File: src/rtl/led_blinker_pkg.sv
// Shared address map, channel state encoding and channel config payload for led_blinker_array.
package led_blinker_pkg;

  localparam int unsigned DATA_W = 32;

  localparam logic [31:0] ADDR_ID      = 32'd0;
  localparam logic [31:0] ADDR_GLOBAL  = 32'd1;
  localparam logic [31:0] ADDR_SCRATCH = 32'd2;
  localparam logic [31:0] ADDR_NUM_CH  = 32'd3;
  localparam logic [31:0] CH_BASE      = 32'd8;
  localparam logic [31:0] CH_STRIDE    = 32'd4;

  localparam logic [1:0] CH_CTRL    = 2'd0;
  localparam logic [1:0] CH_PERIOD  = 2'd1;
  localparam logic [1:0] CH_ON_TIME = 2'd2;
  localparam logic [1:0] CH_COUNT   = 2'd3;

  typedef enum logic [1:0] {
    CH_IDLE = 2'd0,
    CH_ON   = 2'd1,
    CH_OFF  = 2'd2
  } ch_state_e;

  // Programmed (shadow) view of one channel, as seen by the host.
  typedef struct packed {
    logic              en;
    logic              invert;
    logic [DATA_W-1:0] period;
    logic [DATA_W-1:0] on_time;
  } ch_cfg_t;

endpackage

File: src/rtl/led_blinker_channel.sv
// One blink channel: control/shadow registers, active period copies, IDLE/ON/OFF FSM,
// free-running counter and registered, optionally inverted LED output.
module led_blinker_channel
  import led_blinker_pkg::*;
#(
  parameter int unsigned CNT_W = 32
) (
  input  logic              clk,
  input  logic              rst,
  input  logic              global_en_i,
  input  logic              sync_restart_i,
  input  logic              wr_ctrl_i,
  input  logic              wr_period_i,
  input  logic              wr_on_time_i,
  input  logic [DATA_W-1:0] wdata_i,
  output ch_cfg_t           cfg_o,
  output logic [DATA_W-1:0] count_o,
  output logic              led_o
);

  ch_state_e        state_q, state_d;
  logic             en_q, en_d, inv_q, inv_d, led_q, led_d;
  logic [CNT_W-1:0] per_sh_q, per_sh_d, on_sh_q, on_sh_d;
  logic [CNT_W-1:0] per_q, per_d, on_q, on_d, cnt_q, cnt_d;
  logic             run_ok_c, wrap_c;

  assign run_ok_c = en_q && global_en_i && (per_sh_q != '0);
  assign wrap_c   = (cnt_q == per_q - CNT_W'(1));

  always_ff @(posedge clk or negedge rst) begin
    if (!rst) begin
      state_q  <= CH_IDLE;
      en_q     <= 1'b0;
      inv_q    <= 1'b0;
      led_q    <= 1'b0;
      per_sh_q <= '0;
      on_sh_q  <= '0;
      per_q    <= '0;
      on_q     <= '0;
      cnt_q    <= '0;
    end else begin
      state_q  <= state_d;
      en_q     <= en_d;
      inv_q    <= inv_d;
      led_q    <= led_d;
      per_sh_q <= per_sh_d;
      on_sh_q  <= on_sh_d;
      per_q    <= per_d;
      on_q     <= on_d;
      cnt_q    <= cnt_d;
    end
  end

  always_comb begin
    state_d  = state_q;
    en_d     = en_q;
    inv_d    = inv_q;
    per_sh_d = per_sh_q;
    on_sh_d  = on_sh_q;
    per_d    = per_q;
    on_d     = on_q;
    cnt_d    = cnt_q;
    led_d    = (state_q == CH_ON) ^ inv_q;

    if (wr_ctrl_i) begin
      en_d  = wdata_i[0];
      inv_d = wdata_i[1];
    end
    if (wr_period_i)  per_sh_d = CNT_W'(wdata_i);
    if (wr_on_time_i) on_sh_d  = CNT_W'(wdata_i);

    case (state_q)
      CH_IDLE: begin
        cnt_d = '0;
        per_d = per_sh_q;
        on_d  = on_sh_q;
        if (run_ok_c) state_d = (on_sh_q != '0) ? CH_ON : CH_OFF;
      end
      CH_ON, CH_OFF: begin
        cnt_d = cnt_q + CNT_W'(1);
        if (state_q == CH_ON && cnt_q == on_q - CNT_W'(1) && on_q < per_q) state_d = CH_OFF;
        // Period boundary (or phase-align request): reload shadows and start a new period.
        if (wrap_c || sync_restart_i) begin
          cnt_d   = '0;
          per_d   = per_sh_q;
          on_d    = on_sh_q;
          state_d = (on_sh_q != '0) ? CH_ON : CH_OFF;
        end
      end
      default: state_d = CH_IDLE;
    endcase

    if (!run_ok_c) begin
      state_d = CH_IDLE;
      cnt_d   = '0;
    end
  end

  assign cfg_o.en      = en_q;
  assign cfg_o.invert  = inv_q;
  assign cfg_o.period  = DATA_W'(per_sh_q);
  assign cfg_o.on_time = DATA_W'(on_sh_q);
  assign count_o       = DATA_W'(cnt_q);
  assign led_o         = led_q;

endmodule

File: src/rtl/led_blinker_array.sv
// Multi-channel LED blinker behind an Avalon-MM slave: register decode, readback mux, channel array.
// Optional build macro LED_BLINKER_SYNC_RESTART_EN enables the GLOBAL bit1 phase-align pulse.
module led_blinker_array
  import led_blinker_pkg::*;
#(
  parameter int unsigned NUM_CH  = 4,
  parameter int unsigned CNT_W   = 32,
  parameter logic [31:0] VERSION = 32'h0002_0000
) (
  input  logic              clk,
  input  logic              rst,
  input  logic [31:0]       master_mm_address,
  input  logic              master_mm_read,
  input  logic              master_mm_write,
  input  logic [31:0]       master_mm_writedata,
  output logic [31:0]       master_mm_readdata,
  output logic              master_mm_readdatavalid,
  output logic              master_mm_waitrequest,
  output logic [NUM_CH-1:0] led_active
);

  localparam int unsigned CH_IDX_W = (NUM_CH > 1) ? $clog2(NUM_CH) : 1;
  localparam logic [31:0] CH_END   = CH_BASE + CH_STRIDE * 32'(NUM_CH);

  logic                waitreq_q, global_en_q, global_en_d, rvalid_q, rvalid_d;
  logic [31:0]         scratch_q, scratch_d, rdata_q, rdata_d, rd_mux_c;
  logic                acc_rd_c, acc_wr_c, is_ch_c, sync_c;
  logic [CH_IDX_W-1:0] ch_idx_c;
  logic [1:0]          ch_off_c;
  logic [NUM_CH-1:0]   wr_ctrl_c, wr_period_c, wr_on_c, led_c;
  ch_cfg_t             cfg_c [NUM_CH];
  logic [DATA_W-1:0]   cnt_c [NUM_CH];

  assign acc_rd_c = master_mm_read  && !waitreq_q;
  assign acc_wr_c = master_mm_write && !waitreq_q;
  assign is_ch_c  = (master_mm_address >= CH_BASE) && (master_mm_address < CH_END);
  assign ch_idx_c = CH_IDX_W'((master_mm_address - CH_BASE) >> 2);
  assign ch_off_c = 2'(master_mm_address - CH_BASE);

`ifdef LED_BLINKER_SYNC_RESTART_EN
  assign sync_c = acc_wr_c && (master_mm_address == ADDR_GLOBAL) && master_mm_writedata[1];
`else
  assign sync_c = 1'b0;
`endif

  always_comb begin
    wr_ctrl_c   = '0;
    wr_period_c = '0;
    wr_on_c     = '0;
    for (int unsigned i = 0; i < NUM_CH; i++) begin
      if (acc_wr_c && is_ch_c && ch_idx_c == CH_IDX_W'(i)) begin
        wr_ctrl_c[i]   = (ch_off_c == CH_CTRL);
        wr_period_c[i] = (ch_off_c == CH_PERIOD);
        wr_on_c[i]     = (ch_off_c == CH_ON_TIME);
      end
    end
  end

  // Readback reflects register state before any same-cycle write.
  always_comb begin
    rd_mux_c = '0;
    if (is_ch_c) begin
      case (ch_off_c)
        CH_CTRL:    rd_mux_c = {30'b0, cfg_c[ch_idx_c].invert, cfg_c[ch_idx_c].en};
        CH_PERIOD:  rd_mux_c = cfg_c[ch_idx_c].period;
        CH_ON_TIME: rd_mux_c = cfg_c[ch_idx_c].on_time;
        default:    rd_mux_c = cnt_c[ch_idx_c];
      endcase
    end else begin
      case (master_mm_address)
        ADDR_ID:      rd_mux_c = VERSION;
        ADDR_GLOBAL:  rd_mux_c = {31'b0, global_en_q};
        ADDR_SCRATCH: rd_mux_c = scratch_q;
        ADDR_NUM_CH:  rd_mux_c = 32'(NUM_CH);
        default:      rd_mux_c = '0;
      endcase
    end
  end

  always_comb begin
    global_en_d = global_en_q;
    scratch_d   = scratch_q;
    if (acc_wr_c && master_mm_address == ADDR_GLOBAL)  global_en_d = master_mm_writedata[0];
    if (acc_wr_c && master_mm_address == ADDR_SCRATCH) scratch_d   = master_mm_writedata;
    rdata_d  = acc_rd_c ? rd_mux_c : '0;
    rvalid_d = acc_rd_c;
  end

  always_ff @(posedge clk or negedge rst) begin
    if (!rst) begin
      waitreq_q   <= 1'b1;
      global_en_q <= 1'b0;
      scratch_q   <= '0;
      rdata_q     <= '0;
      rvalid_q    <= 1'b0;
    end else begin
      waitreq_q   <= 1'b0;
      global_en_q <= global_en_d;
      scratch_q   <= scratch_d;
      rdata_q     <= rdata_d;
      rvalid_q    <= rvalid_d;
    end
  end

  for (genvar g = 0; g < NUM_CH; g++) begin : g_ch
    led_blinker_channel #(.CNT_W(CNT_W)) u_ch (
      .clk            (clk),
      .rst            (rst),
      .global_en_i    (global_en_q),
      .sync_restart_i (sync_c),
      .wr_ctrl_i      (wr_ctrl_c[g]),
      .wr_period_i    (wr_period_c[g]),
      .wr_on_time_i   (wr_on_c[g]),
      .wdata_i        (master_mm_writedata),
      .cfg_o          (cfg_c[g]),
      .count_o        (cnt_c[g]),
      .led_o          (led_c[g])
    );
  end

  assign master_mm_readdata      = rdata_q;
  assign master_mm_readdatavalid = rvalid_q;
  assign master_mm_waitrequest   = waitreq_q;
  assign led_active              = led_c;

endmodule

File: config.mk
export PLATFORM = sky130hd
export DESIGN_NAME = led_blinker_array
export DESIGN_NICKNAME = d
export VERILOG_FILES = /design/src/rtl/led_blinker_pkg.sv /design/src/rtl/led_blinker_channel.sv /design/src/rtl/led_blinker_array.sv
export SDC_FILE = /design/constraint.sdc
export NUM_CORES = 2
export LEC_CHECK = 0
export CORE_ASPECT_RATIO = 0.5
export CORE_MARGIN = 5
export CORE_UTILIZATION = 60
export DETAILED_ROUTE_END_ITERATION = 7
export PLACE_DENSITY_LB_ADDON = 0.05
export SLEW_MARGIN = 20
export SYNTH_ARGS = -nofsm -noshare
export SYNTH_HDL_FRONTEND = slang
export SYNTH_SLANG_ARGS = --single-unit
File: constraint.sdc
create_clock -name clk -period 6.34 [get_ports clk]
set_clock_uncertainty 0.15 [all_clocks]
set_input_delay 0.634 -clock clk [delete_from_list [all_inputs] [get_ports clk]]
set_output_delay 0.634 -clock clk [all_outputs]
set_load 0.1 [all_outputs]
==> summary.md <==
| Metric | Value |
|---|---|
| Count of different cell masters after synthesis | 96 |
| Syn_nets | 4642 |
| Worst-case register-to-register setup slack | 1.24 ns |
| Die X | roughly 400 microns |
| Die Y | 206.8 microns |
| DRC | 1 |
| Global-route wire length before repair | 246100 microns |
| Initial antenna violation count | 34 |
| Reg-to-reg critical path startpoint | g_ch[2].u_ch.per_q[7] |
| DRT Wirelength | 171000 microns |
| Initial Util | 0.6035 |
| Wirelength per Cell | 31.50 microns |
| Average footprint of a synthesized cell | 10.50 sq um |
| Endpoints failing hold | 0 |
| Predominant post-synthesis flop cell | dfrtp_1 |
| TritonCTS clock tree | built |
| Worst-case clock buffer depth | 3 |
| Signed area change from the synthesized netlist to the final layout | 8.013% |
| Routability Congestion | 1.008 |
| Layout net count | 4550 |
| Count of input and output buffers | 105 |
| Number of DRC markers after the initial detailed-route iteration | 5485 |
| Setup Total Neg Slack | 0 ns |
| RSZ-0062 raised after global routing | false |
| Violated checks | design-rule violations |
| Core Box Area | 77020 sq um |
| Total global routing track utilization | 0.4025 |
| Area of combinational cells with multiple inputs | about 26000 sq um |
| Power density over cell area | 186.8 nW/um^2 |
| Pin count of the biggest net entering global routing | 166 |
| Inserted Clock Buffers | 69 |
| Fin cells | 5429 |
| Critical register-to-register path endpoint | g_ch[2].u_ch.on_q[30] |
| Clock Latency Late Sink | about 0.66 ns |
| Arrival time reported for the critical path endpoint | about 5.5 ns |
| CP required | ~6.7 ns |
| Clock root buffer | clkbuf_16 |
| Reg2reg path depth | 10 |
| Transition time at the pin with the least slew margin | 1.176 ns |
| Share of the cycle needed by the critical path after routing | 0.8037 |
| Setup crit start kind | flop |
| Fraction of registers with async set/reset | 1.000 |
| Post-route ant nets | 0 |
| Total I/O pin count | between 100 and 150 |
| Vias in the first global route | 36010 |
| Footprint of the flip-flops and latches | 18190 sq um |
| Die area | 83470 sq um |
| Share of final-layout standard cells stronger than drive strength 1 | 0.1860 |
| Endpoint class of the critical path | flop |
| CTS hold repair buffers | 1 |
| Number of instances in the synthesized netlist | 4426 |
| Pleak | about 23 nW |
| Dpl hpwl | 130100 microns |
| Iteration count of the initial detailed-routing pass | 8 |
| Result of the run | finished with violations |
| Count of vias placed by the detailed router | slightly below 40000 |
| Setup fix buffers added after clock tree synthesis | 0 |
| Via-per-instance ratio | 7.169 |
| Number of levels in the clock H-tree | 3 |
| Clock-pin slew reported for the worst setup and hold paths after clock tree synthesis | 0.07 ns |
| Post-Syn Area | approximately 46000 sq um |
| Max Clk Rate | 0.1962 GHz |
| Max transition margin | 0.2131 |
| Peak VDD IR | 0.1828 mV |
| Sequential cell area fraction in the yosys report | 0.3914 |
| Number of cell rows | roughly 70 |
| Count of cells resized by post-cts repair | 0 |
| Worst hold stages | 1 |
| Endpoint of the worst hold path | scratch_q[19] |
| Flops & latches, synth | 727 |
| Max capacitance violation total | 0 |
| Critical path class | flop to flop |
| Time the final worst path needs with I/O delays and setup | 5.096 ns |
| Worst hold path type | flop to flop |
| Hold Crit Start | scratch_q[19] |
| Grt total ovfl | 0 |
| Yosys warning count | 0 |
| Count of final setup violators | 0 |
| Number of clock sinks | 727 |
| Largest fanout on the critical path | 55 |
| Pins Over Slew Limit | 0 |
| Number of cells after detailed placement | 5298 |
| Utilization of the core after routing | 0.6518 |
| Number of flops mapped to enable cells by yosys | 0 |
| Count of filler cells inserted in the layout | 6046 |
final cells by class:
| cell class | instances | area share |
|---|---|---|
| Clock inverter | 34 | 0.008274 |
| Clock buffer | 89 | 0.03833 |
| Antenna cell | 7 | 0.0003489 |
| Timing Repair Buffer | 143 | 0.02799 |
| Sequential cell | 727 | 0.3624 |
| Tap cell | 1036 | 0.02582 |
| Inverter | 191 | 0.01428 |
| Multi-Input combinational cell | 3202 | 0.5226 |
logic make-up (layout without fill, tap and decap cells):
| group | after synthesis | in the layout | synth area share |
|---|---|---|---|
| XOR/XNOR | 313 | 313 | 0.05898 |
| buffers and inverters | 497 | 457 | 0.04501 |
| other | 1 | 8 | 0.00008068 |
| AO/OA/AOI/OAI | 668 | 668 | 0.1001 |
| AND/OR/NAND/NOR | 1342 | 1342 | 0.1594 |
| multiplexers | 729 | 729 | 0.2050 |
| adder cells (fa/ha/maj) | 149 | 149 | 0.04005 |
| flip-flops | 727 | 727 | 0.3914 |
cell usage after synthesis, types with 17 or more instances:
cell type	instances	area (sq um)
ha_1	148	1852
mux2_4	54	810.8
xor2_1	128	1121
a31oi_1	74	462.9
nand4_1	95	594.3
a21o_1	24	180.2
nor4b_1	25	219.0
buf_2	25	125.1
o21ai_0	90	450.4
nand2b_1	50	312.8
nand3_1	159	795.8
nand2_1	223	837.1
mux2_1	93	1047
buf_1	45	168.9
mux2_2	453	5101
or4_1	37	277.8
clkbuf_1	209	784.5
and3_1	65	406.6
mux4_2	100	2252
o31ai_1	20	150.1
nor2b_1	32	200.2
a22oi_1	37	277.8
a21oi_1	136	680.7
nor2_1	189	709.4
a211oi_1	23	172.7
o311ai_1	19	166.4
dfrtp_1	726	18170
nor3_1	124	620.6
inv_1	191	716.9
and2_1	17	106.4
xnor2_1	185	1620
and4_1	26	227.7
o211ai_1	29	217.7
or3_1	46	287.8
nor4_1	161	1007
a22o_1	43	376.6
mux2i_1	27	270.3
critical path, stage by stage (launching register included):
cell	delay [ns]
dfrtp_1	0.46
nor3_1	0.69
nand3_1	0.38
or3_1	0.46
a2111oi_0	0.71
nand2_1	0.12
nor4_1	0.58
and2_4	0.28
mux2i_4	0.17
buf_4	0.45
mux2_1	0.45
flip-flops by register name, indices dropped and copies added (netlist names):
register / flops
g_ch.u_ch.led_o: 4
global_en_q: 1
g_ch.u_ch.on_q: 128
master_mm_readdata: 32
master_mm_waitrequest: 1
g_ch.u_ch.on_sh_q: 128
g_ch.u_ch.count_o: 128
g_ch.u_ch.en_q: 4
scratch_q: 32
g_ch.u_ch.per_sh_q: 128
g_ch.u_ch.state_q: 8
g_ch.u_ch.per_q: 128
master_mm_readdatavalid: 1
g_ch.u_ch.inv_q: 4
layer usage:
metal  GRT usage  up-vias  wire (microns)
met5           0        -             375
met4     0.09445       30            4852
met3      0.2071      367           27720
met2      0.5602     2474           68720
met1      0.5593    19680           69320
li1            -    16360               -
stage by stage:
stage / setup slack (ns) / hold WS (ns) / area (sq um) / power, mW
after global placement: 1.491 / 0.3368 / 47840 / 4.998
after floorplan: 2.516 / 0.1884 / 46480 / 4.806
final: 1.244 / 0.3590 / 50210 / 9.377
after CTS: 1.401 / 0.3580 / 50190 / 9.370
after detailed placement: 1.423 / 0.3437 / 47840 / 5.002
after global routing: 1.064 / 0.3805 / 50190 / 9.585
cell usage in the layout, fill, tap and decap left out, drive strengths merged, types with 46 or more instances in the layout:
cell,n
mux4,100
nand2,223
inv,195
dfrtp,726
a31oi,74
nand3,159
clkdlybuf4s50,102
nor4,165
xnor2,185
ha,148
nor2,189
o21ai,92
or3,46
nand4,95
nor3,127
mux2,600
a21oi,137
xor2,128
and3,65
nand2b,50
clkbuf,89
worst max-delay path by stage:
stage | start | endpoint | slack [ns] | depth (start not counted)
final | g_ch[2].u_ch.per_q[7] | g_ch[2].u_ch.on_q[30] | 1.24 | 10
after global routing | g_ch[2].u_ch.per_q[0] | g_ch[2].u_ch.on_q[30] | 1.06 | 12
after CTS | g_ch[2].u_ch.per_q[0] | g_ch[2].u_ch.on_q[31] | 1.40 | 11
after detailed placement | g_ch[2].u_ch.per_q[0] | g_ch[2].u_ch.on_q[31] | 1.42 | 11
after global placement | g_ch[0].u_ch.per_q[0] | g_ch[0].u_ch.per_q[9] | 1.49 | 11
after floorplan | g_ch[0].u_ch.per_q[0] | g_ch[0].u_ch.on_q[21] | 2.52 | 11
report_power, final:
part           switching [mW]  internal [mW]
sequential           0.000341           4.64
combinational           0.205         0.0767
clock                    1.97           2.49
total                    2.17           7.20
No activity file was read; power rests on OpenSTA's default activity.
